[src/rtl/hazard_unit.sv]
// hazard_unit: pipeline hazard detection and control.
//   Combinational forwarding selects for the two ID-stage sources, load-use
//   stall detection, taken-branch flushing and data-memory wait stalls,
//   sequenced by a small RUN / LDUSE / MWAIT state machine, plus two
//   saturating performance counters (stall cycles, flush cycles).
// Ports:
//   clk, rst_n                     clock, asynchronous active-low reset
//   ID_rs1_i/ID_rs2_i, ID_uses_*   ID-stage sources and whether they are read
//   EX_rd_i, EX_MemRead_i,
//   EX_RegWrite_i                  EX-stage destination / load / write enable
//   MEM_rd_i, MEM_RegWrite_i       MEM-stage destination / write enable
//   EX_branch_taken_i              branch or jump resolved taken in EX
//   MEM_busy_i                     data memory not ready this cycle
//   *_stall_o, *_flush_o           pipeline register hold / clear controls
//   ID_forwardA_o/ID_forwardB_o    forward selects for the ID/EX register
//   stall_cnt_o, flush_cnt_o       saturating performance counters

package hazard_pkg;
    typedef enum logic [1:0] {
        FW_NONE = 2'b00,
        FW_WB   = 2'b01,
        FW_MEM  = 2'b10
    } fw_sel_e;
endpackage

module hazard_unit
    import hazard_pkg::*;
#(
    parameter int unsigned CNT_WIDTH = 16
) (
    input  logic                 clk,
    input  logic                 rst_n,
    input  logic [4:0]           ID_rs1_i,
    input  logic [4:0]           ID_rs2_i,
    input  logic                 ID_uses_rs1_i,
    input  logic                 ID_uses_rs2_i,
    input  logic [4:0]           EX_rd_i,
    input  logic                 EX_MemRead_i,
    input  logic                 EX_RegWrite_i,
    input  logic [4:0]           MEM_rd_i,
    input  logic                 MEM_RegWrite_i,
    input  logic                 EX_branch_taken_i,
    input  logic                 MEM_busy_i,
    output logic                 PC_stall_o,
    output logic                 IFID_stall_o,
    output logic                 IDEX_stall_o,
    output logic                 EXMEM_stall_o,
    output logic                 IFID_flush_o,
    output logic                 IDEX_flush_o,
    output fw_sel_e              ID_forwardA_o,
    output fw_sel_e              ID_forwardB_o,
    output logic [CNT_WIDTH-1:0] stall_cnt_o,
    output logic [CNT_WIDTH-1:0] flush_cnt_o
);

    typedef enum logic [1:0] {
        RUN   = 2'b00,
        LDUSE = 2'b01,
        MWAIT = 2'b10
    } state_e;

    state_e               state_q, state_d;
    logic [CNT_WIDTH-1:0] stall_cnt_q, stall_cnt_d;
    logic [CNT_WIDTH-1:0] flush_cnt_q, flush_cnt_d;
    logic                 lu;

    // EX result is younger than MEM result, so it wins when both match.
    function automatic fw_sel_e fw_sel(input logic [4:0] rs, input logic used,
                                       input logic [4:0] ex_rd, input logic ex_wr,
                                       input logic [4:0] mem_rd, input logic mem_wr);
        fw_sel_e sel;
        sel = FW_NONE;
        if (used) begin
            if (ex_wr && (ex_rd != 5'd0) && (ex_rd == rs)) begin
                sel = FW_MEM;
            end else if (mem_wr && (mem_rd != 5'd0) && (mem_rd == rs)) begin
                sel = FW_WB;
            end
        end
        return sel;
    endfunction

    always_comb begin
        ID_forwardA_o = fw_sel(ID_rs1_i, ID_uses_rs1_i, EX_rd_i, EX_RegWrite_i,
                               MEM_rd_i, MEM_RegWrite_i);
        ID_forwardB_o = fw_sel(ID_rs2_i, ID_uses_rs2_i, EX_rd_i, EX_RegWrite_i,
                               MEM_rd_i, MEM_RegWrite_i);
    end

    always_comb begin
        lu = EX_MemRead_i && (EX_rd_i != 5'd0) &&
             ((ID_uses_rs1_i && (ID_rs1_i == EX_rd_i)) ||
              (ID_uses_rs2_i && (ID_rs2_i == EX_rd_i)));
    end

    // Next state and controls. Outputs are gated by rst_n so that an
    // asserted reset silences all controls immediately, not at the next edge.
    always_comb begin
        state_d       = state_q;
        PC_stall_o    = 1'b0;
        IFID_stall_o  = 1'b0;
        IDEX_stall_o  = 1'b0;
        EXMEM_stall_o = 1'b0;
        IFID_flush_o  = 1'b0;
        IDEX_flush_o  = 1'b0;

        if (MEM_busy_i) begin
            state_d = MWAIT;
        end else begin
            state_d = RUN;
            if ((state_q == RUN) && !EX_branch_taken_i && lu) begin
                state_d = LDUSE;
            end
        end

        if (rst_n) begin
            if (MEM_busy_i) begin
                PC_stall_o    = 1'b1;
                IFID_stall_o  = 1'b1;
                IDEX_stall_o  = 1'b1;
                EXMEM_stall_o = 1'b1;
            end else if (EX_branch_taken_i) begin
                IFID_flush_o = 1'b1;
                IDEX_flush_o = 1'b1;
            end else if (lu && (state_q == RUN)) begin
                PC_stall_o   = 1'b1;
                IFID_stall_o = 1'b1;
                IDEX_flush_o = 1'b1;
            end
        end
    end

    always_comb begin
        stall_cnt_d = stall_cnt_q;
        flush_cnt_d = flush_cnt_q;
        if (PC_stall_o && (stall_cnt_q != '1)) begin
            stall_cnt_d = stall_cnt_q + CNT_WIDTH'(1);
        end
        if (IFID_flush_o && (flush_cnt_q != '1)) begin
            flush_cnt_d = flush_cnt_q + CNT_WIDTH'(1);
        end
    end

    always_ff @(posedge clk or negedge rst_n) begin
        if (!rst_n) begin
            state_q     <= RUN;
            stall_cnt_q <= '0;
            flush_cnt_q <= '0;
        end else begin
            state_q     <= state_d;
            stall_cnt_q <= stall_cnt_d;
            flush_cnt_q <= flush_cnt_d;
        end
    end

    assign stall_cnt_o = stall_cnt_q;
    assign flush_cnt_o = flush_cnt_q;

endmodule

[config.mk]
export PLATFORM = sky130hd
export DESIGN_NAME = hazard_unit
export DESIGN_NICKNAME = d
export VERILOG_FILES = /design/src/rtl/hazard_unit.sv
export SDC_FILE = /design/constraint.sdc
export NUM_CORES = 1
export LEC_CHECK = 0
export CAP_MARGIN = 10
export CORE_ASPECT_RATIO = 0.75
export CORE_UTILIZATION = 26
export DETAILED_ROUTE_END_ITERATION = 12
export GPL_TIMING_DRIVEN = 0
export PLACE_DENSITY_LB_ADDON = 0.05
export RECOVER_POWER = 25
export SETUP_SLACK_MARGIN = 0.5
export SLEW_MARGIN = 20
export SYNTH_ARGS = -nofsm -noshare
export SYNTH_HDL_FRONTEND = slang
export SYNTH_SLANG_ARGS = --single-unit
[constraint.sdc]
create_clock -name clk -period 4.3 [get_ports clk]
set_input_delay 0.86 -clock clk [delete_from_list [all_inputs] [get_ports clk]]
set_output_delay 0.86 -clock clk [all_outputs]
set_load 0.01 [all_outputs]
==> results of run 1 <==
power by group through the flow:
stage,Sequential [uW],Clock (uW),Combinational [uW]
after floorplan,468,0,108
after CTS,449,240,316
after detailed placement,454,0,315
after global routing,462,251,345
final,448,230,316
after global placement,456,0,312
metal layers:
layer  global-route usage  part of all wire  up-vias
li1                     -                 -      827
met1                0.205              0.56      744
met2                0.174              0.38       44
met3               0.0284             0.049        2
met4               0.0304            0.0031        0
met5                    0                 0        -
kinds of logic (layout without fill, tap and decap cells):
group / Yosys count / after routing / share of synthesized area
simple gates: 88 / 88 / 0.248
xor+xnor: 48 / 48 / 0.218
mux: 2 / 2 / 0.0117
buf+inv: 10 / 91 / 0.0273
flops: 34 / 34 / 0.442
compound gates: 8 / 8 / 0.0396
fa+ha+maj: 2 / 2 / 0.0130
sequential cells by signal, indices dropped and copies added, names as in the netlist:
register	cells
flush_cnt_o	16
stall_cnt_o	16
state_q	2
metrics by stage:
step	total power [uW]	setup WS (ps)	hold WS (ps)
finish	994	630	488
global route	1060	511	523
CTS	1010	462	423
detailed placement	769	85.2	483
global placement	767	-843	485
floorplan	576	1180	516
layout make-up:
cell class | count | area, sq um
Fill cell | 705 | 4060
Multi-Input combinational cell | 148 | 1070
Sequential cell | 34 | 851
Timing Repair Buffer | 75 | 749
Tap cell | 98 | 123
Clock buffer | 6 | 82.6
Buffer | 3 | 30.0
Inverter | 7 | 26.3
path summary, 6_finish.rpt:
kind,from,endpoint,cells after the start
worst max register to register,flush_cnt_o[4],flush_cnt_o[9],6
worst max-delay path,ID_rs1_i[0],PC_stall_o,9
worst min register to register,flush_cnt_o[6],flush_cnt_o[6],1
max in group asynchronous,rst_n,stall_cnt_o[15],2
worst min-delay path,flush_cnt_o[6],flush_cnt_o[6],1
min in group asynchronous,rst_n,stall_cnt_o[1],1
synth_stat cells, types with 7 or more instances:
library cell  instances  area [sq um]
xnor2_1              12           105
inv_1                 7          26.3
nand3_1              12          60.1
dfrtp_1              34           851
nor3_1               12          60.1
xor2_1               36           315
nand4_1               8          50.1
nor4_1                7          43.8
nor2_1               15          56.3
nand2_1              19          71.3
timing repair:
| action | 4_1_cts | 5_1_grt |
|---|---|---|
| hold buffers | 0 | 0 |
| pin swaps | 3 | 6 |
| gates resized for setup | 13 | 21 |
| setup endpoints to repair | 5 | 4 |
| setup buffers | 3 | 1 |
==> reports/qor.yml, run 1 <==
placement:
  io_buffer_count: 70
  place_area_sq_um: 2760
  gp_congestion: 0.691
  placedCellCount: 361
  hpwl_microns: 3760
power_and_ir_drop:
  p_seq_frac: 0.451
  power_frac_clock: 0.231
  leakage_uw: 0.00131
  p_int_uw: 685
  max-vdd-ir-drop_v: 0.000145
  power_density_nw_per_um2: 339
  pwr-share-comb: 0.318
  p_switching_uw: 309
  swShare: 0.311
logic_synthesis:
  syn_area_per_cell_sq_um: 10.0
  synth_ff_type: "dfrtp_1"
  synthArstFlopShare: 1.00
  synth_area_sq_um: 1930
  synth_edf_count: 0
  ys_ff_latch: 34
  synthCells: 192
  synth_fp_nets: 223
  yosysWarnings: 0
  synthDistinctLibCells: 31
  synth_seq_area_share: 0.442
floorplan:
  ios: 71
  die_h_microns: 76.5
  num_rows: 26
  die_area_sq_um: 7760
  die_w_microns: 101
  core_area_sq_um: 6990
  start_util: 0.275
finish:
  final_common_cell: "clkdlybuf4s50_1"
  stdcell_area_sq_um: 2930
  final_cells: 371
  diodes: 0
  final_nets: 305
  syn2layout_area_growth_pct: 52.4
  finish.utilization: 0.419
  drive_gt1_frac: 0.121
  final_cell_mix: "52 x clkdlybuf4s50_1, 34 x dfrtp_1, 33 x xor2_1, 19 x nand2_1, 15 x nor2_1"
worst_hold_path:
  hold_path.class: "reg -> reg"
sta:
  setup_viol: 0
  fin_tns_setup_ps: 0
  skew_ps: 5.45
  timing.final.crit_share: 0.854
  final-hold-violation-count: 0
  rsz0062_at_grt: "no"
  worst_slew_pin_slew_ps: 861
  fin_crit_ps: 3670
  clock.fmax_ghz: 0.272
  slew_viol_final: 0
  slew_headroom: 0.421
routing:
  drtIter0Drc: 28
  drtPass1Iterations: 4
  totalWireLength_microns: 4920
  drc: 0
  dr_total_vias: 1617
  routedWlPerCell_microns: 13.3
  viasPerCell: 4.36
  ant_nets: 0
grt:
  grt_pass1_vias: 1561
  track_usage: 0.130
  grt_pass1_wl_microns: 7870
  grt_max_degree: 32
  globalRoute.totalOverflow: 0
  antenna_found_initial: 0
worst_setup_path:
  path_buf_inv: 5
  worst-path-max-fanout: 10
  crit_type: "in -> out"
  endpoint_kind: "output pin"
  max_stage_delay_ps: 520
  crit_family: "buffers and inverters"
  r2r_setup_slack_ps: 2080
  cp-start-kind: "input pin"
  required_ps: 3440
  crit_chain: "dlygate4sd2_1 > xor2_2 > nor4_4 > a32oi_2 > o41a_4 > buf_8 > inv_1 > buf_4 > clkdlybuf4s15_2"
  worstPathArrival_ps: 2810
  cp_slowest_cell: "o41a_4"
clock_network:
  cts-buffers-inserted: 5
  clock_latency_ps: 280
  cts_max_level: 2
  root_buffer: "clkbuf_8"
  cts_tree: "done"
  cts_max_path_buffers: 2
  path_clk_slew_ps: 60
  cts_sinks: 34
status:
  status: "finished clean"
flow_run:
  cap_viol_max_count: 0
(Power assumes the default switching activity.)
==> run 2: changes to the inputs <==
--- a/config.mk
+++ b/config.mk
@@ -8,4 +8,5 @@
 export CAP_MARGIN = 10
 export CORE_ASPECT_RATIO = 0.75
+export CORE_MARGIN = 2
 export CORE_UTILIZATION = 26
 export DETAILED_ROUTE_END_ITERATION = 12
==> constraint.sdc (replaced) <==
create_clock -name clk -period 4.3 [get_ports clk]
set_input_delay 0.645 -clock clk [delete_from_list [all_inputs] [get_ports clk]]
set_output_delay 0.645 -clock clk [all_outputs]
set_load 0.01 [all_outputs]
==> run 2 against run 1 <==
Clock skew up 5.7 ps. Clock power up 4%. Routed wire length up 3.8%. Final cell count up 0.81%. Register-to-register slack worse by 20 ps. Critical path type unchanged. Critical endpoint is now IFID_stall_o. Highest routed layer unchanged.
==> reports/qor.yml, run 2 (synthesis gave the netlist of run 1 again) <==
sta:
  skew_ps: 11.2  # was 5.45 ps
  fin_ws_ps: 657  # was 630 ps
  fin_crit_ps: 3640  # was 3670 ps
  fin_tns_setup_ps: 0  # unchanged
  setup_viol: 0  # unchanged
  worst_slew_pin_slew_ps: 1060  # was 861 ps
  clock.fmax_ghz: 0.274  # was 0.272 GHz
  timing.final.crit_share: 0.847  # was 0.854
  rsz0062_at_grt: "no"  # unchanged
  final-hold-violation-count: 0  # unchanged
  slew_viol_final: 0  # unchanged
  slew_headroom: 0.291  # was 0.421
power_and_ir_drop:
  pwr-share-comb: 0.311  # was 0.318
  swShare: 0.312  # was 0.311
  power_frac_clock: 0.240  # was 0.231
  leakage_uw: 0.00125  # was 0.00131 uW
  finalPower_uw: 1000  # was 994 uW
  p_seq_frac: 0.448  # was 0.451
  p_switching_uw: 312  # was 309 uW
  max-vdd-ir-drop_v: 0.000161  # was 0.000145 V
  p_int_uw: 688  # was 685 uW
  power_density_nw_per_um2: 347  # was 339 nW/um^2
placement:
  place_ws_ps: 452  # was 85.2 ps
  gp_congestion: 0.736  # was 0.691
  io_buffer_count: 70  # unchanged
  hpwl_microns: 3940  # was 3760 microns
  place_area_sq_um: 2780  # was 2760 sq um
worst_setup_path:
  r2r_cells: 6  # unchanged
  endpoint_kind: "output pin"  # unchanged
  required_ps: 3650  # was 3440 ps
  crit_type: "in -> out"  # unchanged
  worst-path-max-fanout: 10  # unchanged
  r2r_setup_slack_ps: 2060  # was 2080 ps
  cp-start-kind: "input pin"  # unchanged
  timing.rr.start: "stall_cnt_o[7]"  # was flush_cnt_o[4]
  worstPathArrival_ps: 3000  # was 2810 ps
  r2r_end: "stall_cnt_o[1]"  # was flush_cnt_o[9]
grt:
  track_usage: 0.131  # was 0.130
  grt_max_degree: 20  # was 32
  grt_pass1_vias: 1608  # was 1561
  globalRoute.totalOverflow: 0  # unchanged
  antenna_found_initial: 0  # unchanged
  grt_pass1_wl_microns: 8180  # was 7870 microns
finish:
  fill_cells: 736  # was 705
  final_nets: 303  # was 305
  final_cell_mix: "62 x clkdlybuf4s50_1, 35 x xor2_1, 34 x dfrtp_1, 19 x nand2_1, 15 x nor2_1"  # was 52 x clkdlybuf4s50_1, 34 x dfrtp_1, 33 x xor2_1, 19 x nand2_1, 15 x nor2_1
  regArea_sq_um: 851  # unchanged
  stdcell_area_sq_um: 2880  # was 2930 sq um
  final_common_cell: "clkdlybuf4s50_1"  # unchanged
  syn2layout_area_growth_pct: 49.7  # was 52.4%
  multiInputGateArea_sq_um: 1040  # was 1070 sq um
  diodes: 0  # unchanged
  drive_gt1_frac: 0.0842  # was 0.121
floorplan:
  die_w_microns: 103  # was 101 microns
  start_util: 0.265  # was 0.275
  ios: 71  # unchanged
  num_rows: 27  # was 26
  die_h_microns: 78.5  # was 76.5 microns
  die_area_sq_um: 8120  # was 7760 sq um
  core_area_sq_um: 7260  # was 6990 sq um
routing:
  drtPass1Iterations: 4  # unchanged
  totalWireLength_microns: 5100  # was 4920 microns
  ant_nets: 0  # unchanged
  drtIter0Drc: 61  # was 28
  dr_total_vias: 1670  # was 1617
  drc: 0  # unchanged
  routedWlPerCell_microns: 13.6  # was 13.3 microns
  viasPerCell: 4.47  # was 4.36
clock_network:
  clock_latency_ps: 280  # about the same
  path_clk_slew_ps: 70  # was 60 ps
  root_buffer: "clkbuf_8"  # unchanged
  cts_sinks: 34  # unchanged
  cts_max_path_buffers: 2  # unchanged
  cts_max_level: 2  # unchanged
  cts-buffers-inserted: 5  # unchanged
  cts_tree: "done"  # unchanged
status:
  status: "finished clean"  # unchanged
flow_run:
  cap_viol_max_count: 0  # unchanged
worst_hold_path:
  hold_path.class: "in -> async"  # was reg -> reg
==> run 2: power by group through the flow <==
stage | logic, uW | registers [uW] | clock network (uW)
3_5_place_dp | 315 | 456 | 0
4_1_cts | 317 | 451 | 253
3_3_place_gp | 310 | 456 | 0
5_1_grt | 343 | 462 | 269
6_report | 311 | 448 | 240
2_1_floorplan | 108 | 468 | 0
==> run 2: repair_timing <==
| action | CTS | global route |
|---|---|---|
| resized for setup | 4 | 6 |
| hold buffers | 0 | 0 |
| buffers inserted | 2 | 0 |
| endpoints found under the setup margin | 1 | 1 |
| pin swaps | 3 | 2 |
==> run 2: area by class of cell <==
class	instances	share of cell area
tap	101	0.0438
inverter	7	0.00911
clock inverter	1	0.00174
sequential	34	0.295
buffer	3	0.00911
multi-input combinational	148	0.362
timing repair buffer	73	0.250
clock buffer	7	0.0299
==> run 2: worst max path at each step <==
stage,startpoint,end,slack (ps)
after global placement,rst_n,PC_stall_o,-360
after floorplan,EX_rd_i[1],PC_stall_o,1610
final,ID_rs1_i[4],IFID_stall_o,660
after detailed placement,EX_rd_i[0],PC_stall_o,450
after global routing,ID_rs1_i[4],IFID_stall_o,580
after CTS,ID_rs1_i[0],PC_stall_o,500
==> run 2: per-stage QoR <==
step                hold slack [ps]  std cells  utilization
finish                          473        374        0.397
CTS                             308        374        0.397
floorplan                       349        192            -
global route                    527        374        0.397
detailed placement              485        364        0.382
global placement                486        363        0.379
==> run 2: routing by layer <==
layer | track usage | part of all wire
met5 | 0 | 0
met4 | 0.0355 | 0.0076
met3 | 0.0356 | 0.066
met2 | 0.171 | 0.38
met1 | 0.206 | 0.54
==> run 2: worst max-delay path, cell delays in order <==
cell and delay, ps:
clkdlybuf4s50_1 450, xor2_1 180, nor4_4 280, a32oi_2 180
o41a_4 510, buf_6 150, inv_1 70, clkdlybuf4s50_1 530
==> patch 1 (flow settings as in run 2) <==
Set the parameter `CNT_WIDTH` to 20 (it was 16).
--- a/src/rtl/hazard_unit.sv
+++ b/src/rtl/hazard_unit.sv
@@ -26,7 +26,7 @@
 module hazard_unit
     import hazard_pkg::*;
 #(
-    parameter int unsigned CNT_WIDTH = 16
+    parameter int unsigned CNT_WIDTH = 20
 ) (
     input  logic                 clk,
     input  logic                 rst_n,
Interface: changed (resized flush_cnt_o and stall_cnt_o); port bits go from 71 to 79. No check against the original RTL was run, so the function may have changed too.
==> patch 1 against run 2 <==
- fmax down 0.36%
- clock power up 60%
- routed wire length up 19%
- global-route usage down 0.21 points
- utilization down 0.98 points
- synthesized area up 25%
- sequential cell count up 8
- final area up 21%
- power up 22%
- critical path depth unchanged
- setup slack worse by 13 ps
- critical path type unchanged
- largest cell class unchanged
==> patch 1: results (changes against run 2) <==
- Status: finished, final reports clean
- Number of buffer cells added on primary ports: 78 (+11%)
- Wire length of the first global-routing pass: 10100 um (+24%)
- Vias in the first global route: 1988 (+24%)
- Parity-gate share of the synthesized area counting xor and xnor cells: 0.204 (-0.0147)
- Worst EP arrival: 3010 ps (about the same)
- Number of distinct library cells after synthesis: 43 (+39%)
- Static leakage power: 1.46 nW (+17%)
- RD Place Congestion: 0.751 (+2.0%)
- Detailed-route wire length per cell: 14.2 um (+4.1%)
- Worst hold path type: register to register
- Portion of netlist area occupied by mux cells: 0.0109 (-0.000787)
- Number of cells in the design after placement: 419 (+15%)
- Post-place setup slack: 584 ps (+131 ps)
- Clock tree root driver cell: sky130_fd_sc_hd__clkbuf_16
- Pin count of the biggest net entering global routing: 26 (+30%)
- Cell count after synthesis: 228 (+19%)
- Number of nets in the synthesized netlist: 259 (+16%)
- Pin slew with the least headroom to its limit: 1380 ps (+317 ps)
- Non-filler cells in the finished layout: 427 (+14%)
- Number of DRC markers after the initial detailed-route iteration: 85 (+39%)
- Number of setup buffers added after CTS: 0 (-2)
- Cell with the largest stage delay on the worst path: sky130_fd_sc_hd__or4_4
- Leading cell types by count after synthesis: sky130_fd_sc_hd__dfrtp_1, sky130_fd_sc_hd__xor2_1, sky130_fd_sc_hd__xnor2_1
- Adder and majority gate portion of the synthesized area: 0.0104 (-0.00261)
- Worst Path Max Fanout: 7 (-3)
- Post-detailed-placement half-perimeter wirelength: 4610 um (+17%)
- Register area share after synthesis: 0.436 (-0.00548)
- Fraction of the mapped netlist area in compound gates: 0.0618 (+0.0222)
- Worst setup skew after layout: 7.87 ps (-3.30 ps)
- Ranking of synthesized cells by area: sky130_fd_sc_hd__dfrtp_1, sky130_fd_sc_hd__xor2_1, sky130_fd_sc_hd__xnor2_1
[patch 1: changes by cell type after synthesis, sizes merged, moves of 2 or more]
| cell | before | now |
|---|---|---|
| and3 | 2 | 5 |
| dfrtp | 34 | 42 |
| xnor2 | 12 | 19 |
| nand2 | 19 | 15 |
| a21oi | 1 | 5 |
| and2 | 2 | 5 |
| nand3 | 12 | 14 |
| nand4 | 8 | 11 |
| nor4 | 9 | 6 |
| and4 | 2 | 6 |
| a211oi | 0 | 2 |
[patch 1: area by class of cell]
cell class                 instances  area (um^2)
timing repair buffer              79          778
multi-input combinational        174         1300
clock buffer                       6          139
buffer                             5         41.3
sequential                        42         1050
tap                              112          140
inverter                           7         26.3
fill                             922         5520
clock inverter                     2         12.5
[patch 1: logic make-up after synthesis]
| group | Yosys count |
|---|---|
| AND/OR/NAND/NOR | 99 |
| adder cells (fa/ha/maj) | 2 |
| XOR/XNOR | 56 |
| buffers and inverters | 12 |
| multiplexers | 2 |
| flip-flops | 42 |
| AO/OA/AOI/OAI | 15 |
[patch 1: worst paths after layout]
path                       cells after the start         endpoint  slack [ps]             from
setup / recovery                               8       PC_stall_o         640       EX_rd_i[1]
hold / removal                                 1  flush_cnt_o[17]         500  flush_cnt_o[17]
setup reg to reg                               5   stall_cnt_o[1]        2130  stall_cnt_o[10]
hold reg to reg                                1  flush_cnt_o[17]         500  flush_cnt_o[17]
max in group asynchronous                      2   flush_cnt_o[5]        1920            rst_n
min in group asynchronous                      1   stall_cnt_o[5]         550            rst_n
[patch 1: layer usage]
layer  vias up  part of all wire  global-route usage
met2        46              0.40               0.180
met4         0             0.010              0.0394
met3         4             0.053              0.0327
li1        977                 -                   -
met1       937              0.54               0.193
met5         -                 0                   0
[patch 1: per-stage QoR]
stage          setup TNS [ps]  power, mW  area, um^2
2_1_floorplan               0      0.656        2410
6_report                    0       1.22        3490
4_1_cts                     0       1.25        3500
3_3_place_gp            -2140      0.851        3330
5_1_grt                     0       1.30        3490
3_5_place_dp                0      0.852        3340
[patch 1: power by group]
part / switching (mW) / internal (mW)
combinational: 0.136 / 0.181
clock: 0.154 / 0.230
sequential: 0.0740 / 0.450
total: 0.363 / 0.860
==> patch 2 (flow settings as in run 2) <==
Made on the original files. Reset style: synchronous (`rst_n`), changed in one clocked block. Comments in the files are not updated.
--- a/src/rtl/hazard_unit.sv
+++ b/src/rtl/hazard_unit.sv
@@ -141,7 +141,7 @@
         end
     end
 
-    always_ff @(posedge clk or negedge rst_n) begin
+    always_ff @(posedge clk) begin
         if (!rst_n) begin
             state_q     <= RUN;
             stall_cnt_q <= '0;
Function: differs if rst_n is asserted again (counterexample within 4 cycles, from zero or initial values and one cycle with rst_n low); with rst_n held inactive, the same outputs for 10 cycles.
==> patch 2 against run 2 <==
- fmax up 0.35%
- sequential cell count unchanged
- setup slack gained 13 ps
- final area up 4.5%
- synthesized area increased by 7.0%
- routed wire length grew 9.3%
- via count is 17% higher
- largest cell class unchanged
- highest routed layer unchanged
Power is not compared: it rests on default switching activity, and its combinational part moved more than twofold at a synthesized area within 25%.
==> patch 2: results (changes against run 2) <==
- Average cell area after synthesis: 8.65 um^2 (-14%)
- Cell with the largest stage delay on the worst path: sky130_fd_sc_hd__or4_4
- Reg2Reg Depth: 8 (+2)
- Worst hold path type: register to register
- Capture point of the worst reg-to-reg path: stall_cnt_o[1]
- Multi-input combinational cell count: 188 (+27%)
- Layout buffer count excluding clock buffers: 80 (+5.3%)
- Aggregate global-route resource usage: 0.132 (+0.00123)
- Worst setup skew after layout: 10.1 ps (-1.09 ps)
- Total number of vias: 1946 (+17%)
- PostCTS Resize Cnt: 0 (-4)
- Number of flip-flops and latches: 34 (unchanged)
- Asr flop ratio synth: 0 (-1.00)
- Number of cells in the design after placement: 413 (+13%)
- Pin slew with the least headroom to its limit: 797 ps (-266 ps)
- Register area share after synthesis: 0.330 (-0.111)
- Number of nets in the synthesized netlist: 269 (+21%)
- Clock buf count: 6 (-1)
- Capture point of the worst path: PC_stall_o
- Status: finished, final reports clean
- Combined flip-flop and latch cell area: 681 um^2 (-20%)
- Ranking of synthesized cells by area: sky130_fd_sc_hd__dfxtp_1, sky130_fd_sc_hd__xor2_1, sky130_fd_sc_hd__xnor2_1
- Wire length of the first global-routing pass: 9180 um (+12%)
- Slack of the worst reg-to-reg path: 1870 ps (-190 ps)
- Number of antenna diodes: 0 (unchanged)
- Leading cell types by count after synthesis: sky130_fd_sc_hd__dfxtp_1, sky130_fd_sc_hd__xor2_1, sky130_fd_sc_hd__nand2_1
- Post-detailed-placement half-perimeter wirelength: 4260 um (+8.2%)
- Clock buffers and inverters, area share: 0.0374 (+0.00571)
- Worst EP arrival: 2990 ps (about the same)
- Reg2reg start: stall_cnt_o[1]
- Non-clock buffer area fraction after layout: 0.258 (-0.00110)
- Number of distinct library cells after synthesis: 40 (+29%)
- Area of the mapped netlist: 0.00206 mm^2 (+7.0%)
- Pin count of the biggest net entering global routing: 11 (-45%)
- Fill cell instance count of the final layout: 823 (+12%)
- Number of DRC markers after the initial detailed-route iteration: 82 (+34%)
- Vias in the first global route: 1846 (+15%)
- Delay of the slowest cell on the worst path: 560 ps (+30 ps)
- Final net count: 347 (+15%)
- Non-filler cells in the finished layout: 421 (+13%)
- Layout cells sized above 1: 0.114 (+0.0297)
## patch 2: cell count changes after synthesis, moves of 4 or more
cell / change
sky130_fd_sc_hd__o21ai_0: +5
sky130_fd_sc_hd__mux2i_1: +7
sky130_fd_sc_hd__and2_1: +4
sky130_fd_sc_hd__o31ai_2: +6
sky130_fd_sc_hd__xor2_1: -14
sky130_fd_sc_hd__a21oi_2: +8
sky130_fd_sc_hd__dfrtp_1: -34
sky130_fd_sc_hd__or4_1: +6
sky130_fd_sc_hd__or3_1: +6
sky130_fd_sc_hd__a21oi_1: +5
sky130_fd_sc_hd__dfxtp_1: +34
## patch 2: cells by family (layout without fill, tap and decap cells)
logic type,after synthesis,after routing,share of synthesized area
simple gates,111,111,0.299
compound gates,37,37,0.147
flops,34,34,0.330
xor+xnor,31,31,0.132
buf+inv,16,94,0.0456
mux,7,7,0.0340
fa+ha+maj,2,2,0.0121
## patch 2: metrics by stage
stage	hold slack, ps	setup slack (ps)	util
floorplan	494	1620	-
global placement	478	472	0.372
detailed placement	483	521	0.372
CTS	492	508	0.386
global route	528	565	0.387
finish	488	669	0.387
## patch 2: tightest hold or removal path, stage by stage, from the launching register on
cell and delay (ps):
sky130_fd_sc_hd__dfxtp_1 330, sky130_fd_sc_hd__nand2_1 60, sky130_fd_sc_hd__mux2i_1 50
## patch 2: routing by layer
metal / part of all wire / GRT usage / up-vias
met3: 0.034 / 0.0321 / 2
met5: 0 / 0 / -
li1: - / - / 1017
met4: 0.0056 / 0.0390 / 0
met1: 0.53 / 0.186 / 894
met2: 0.43 / 0.201 / 33
## patch 2: what timing repair did
item | in CTS | in global routing
hold endpoints to repair | 0 | 0
endpoints found under the setup margin | 0 | 1
buffers inserted | 0 | 1
hold buffers | 0 | 0
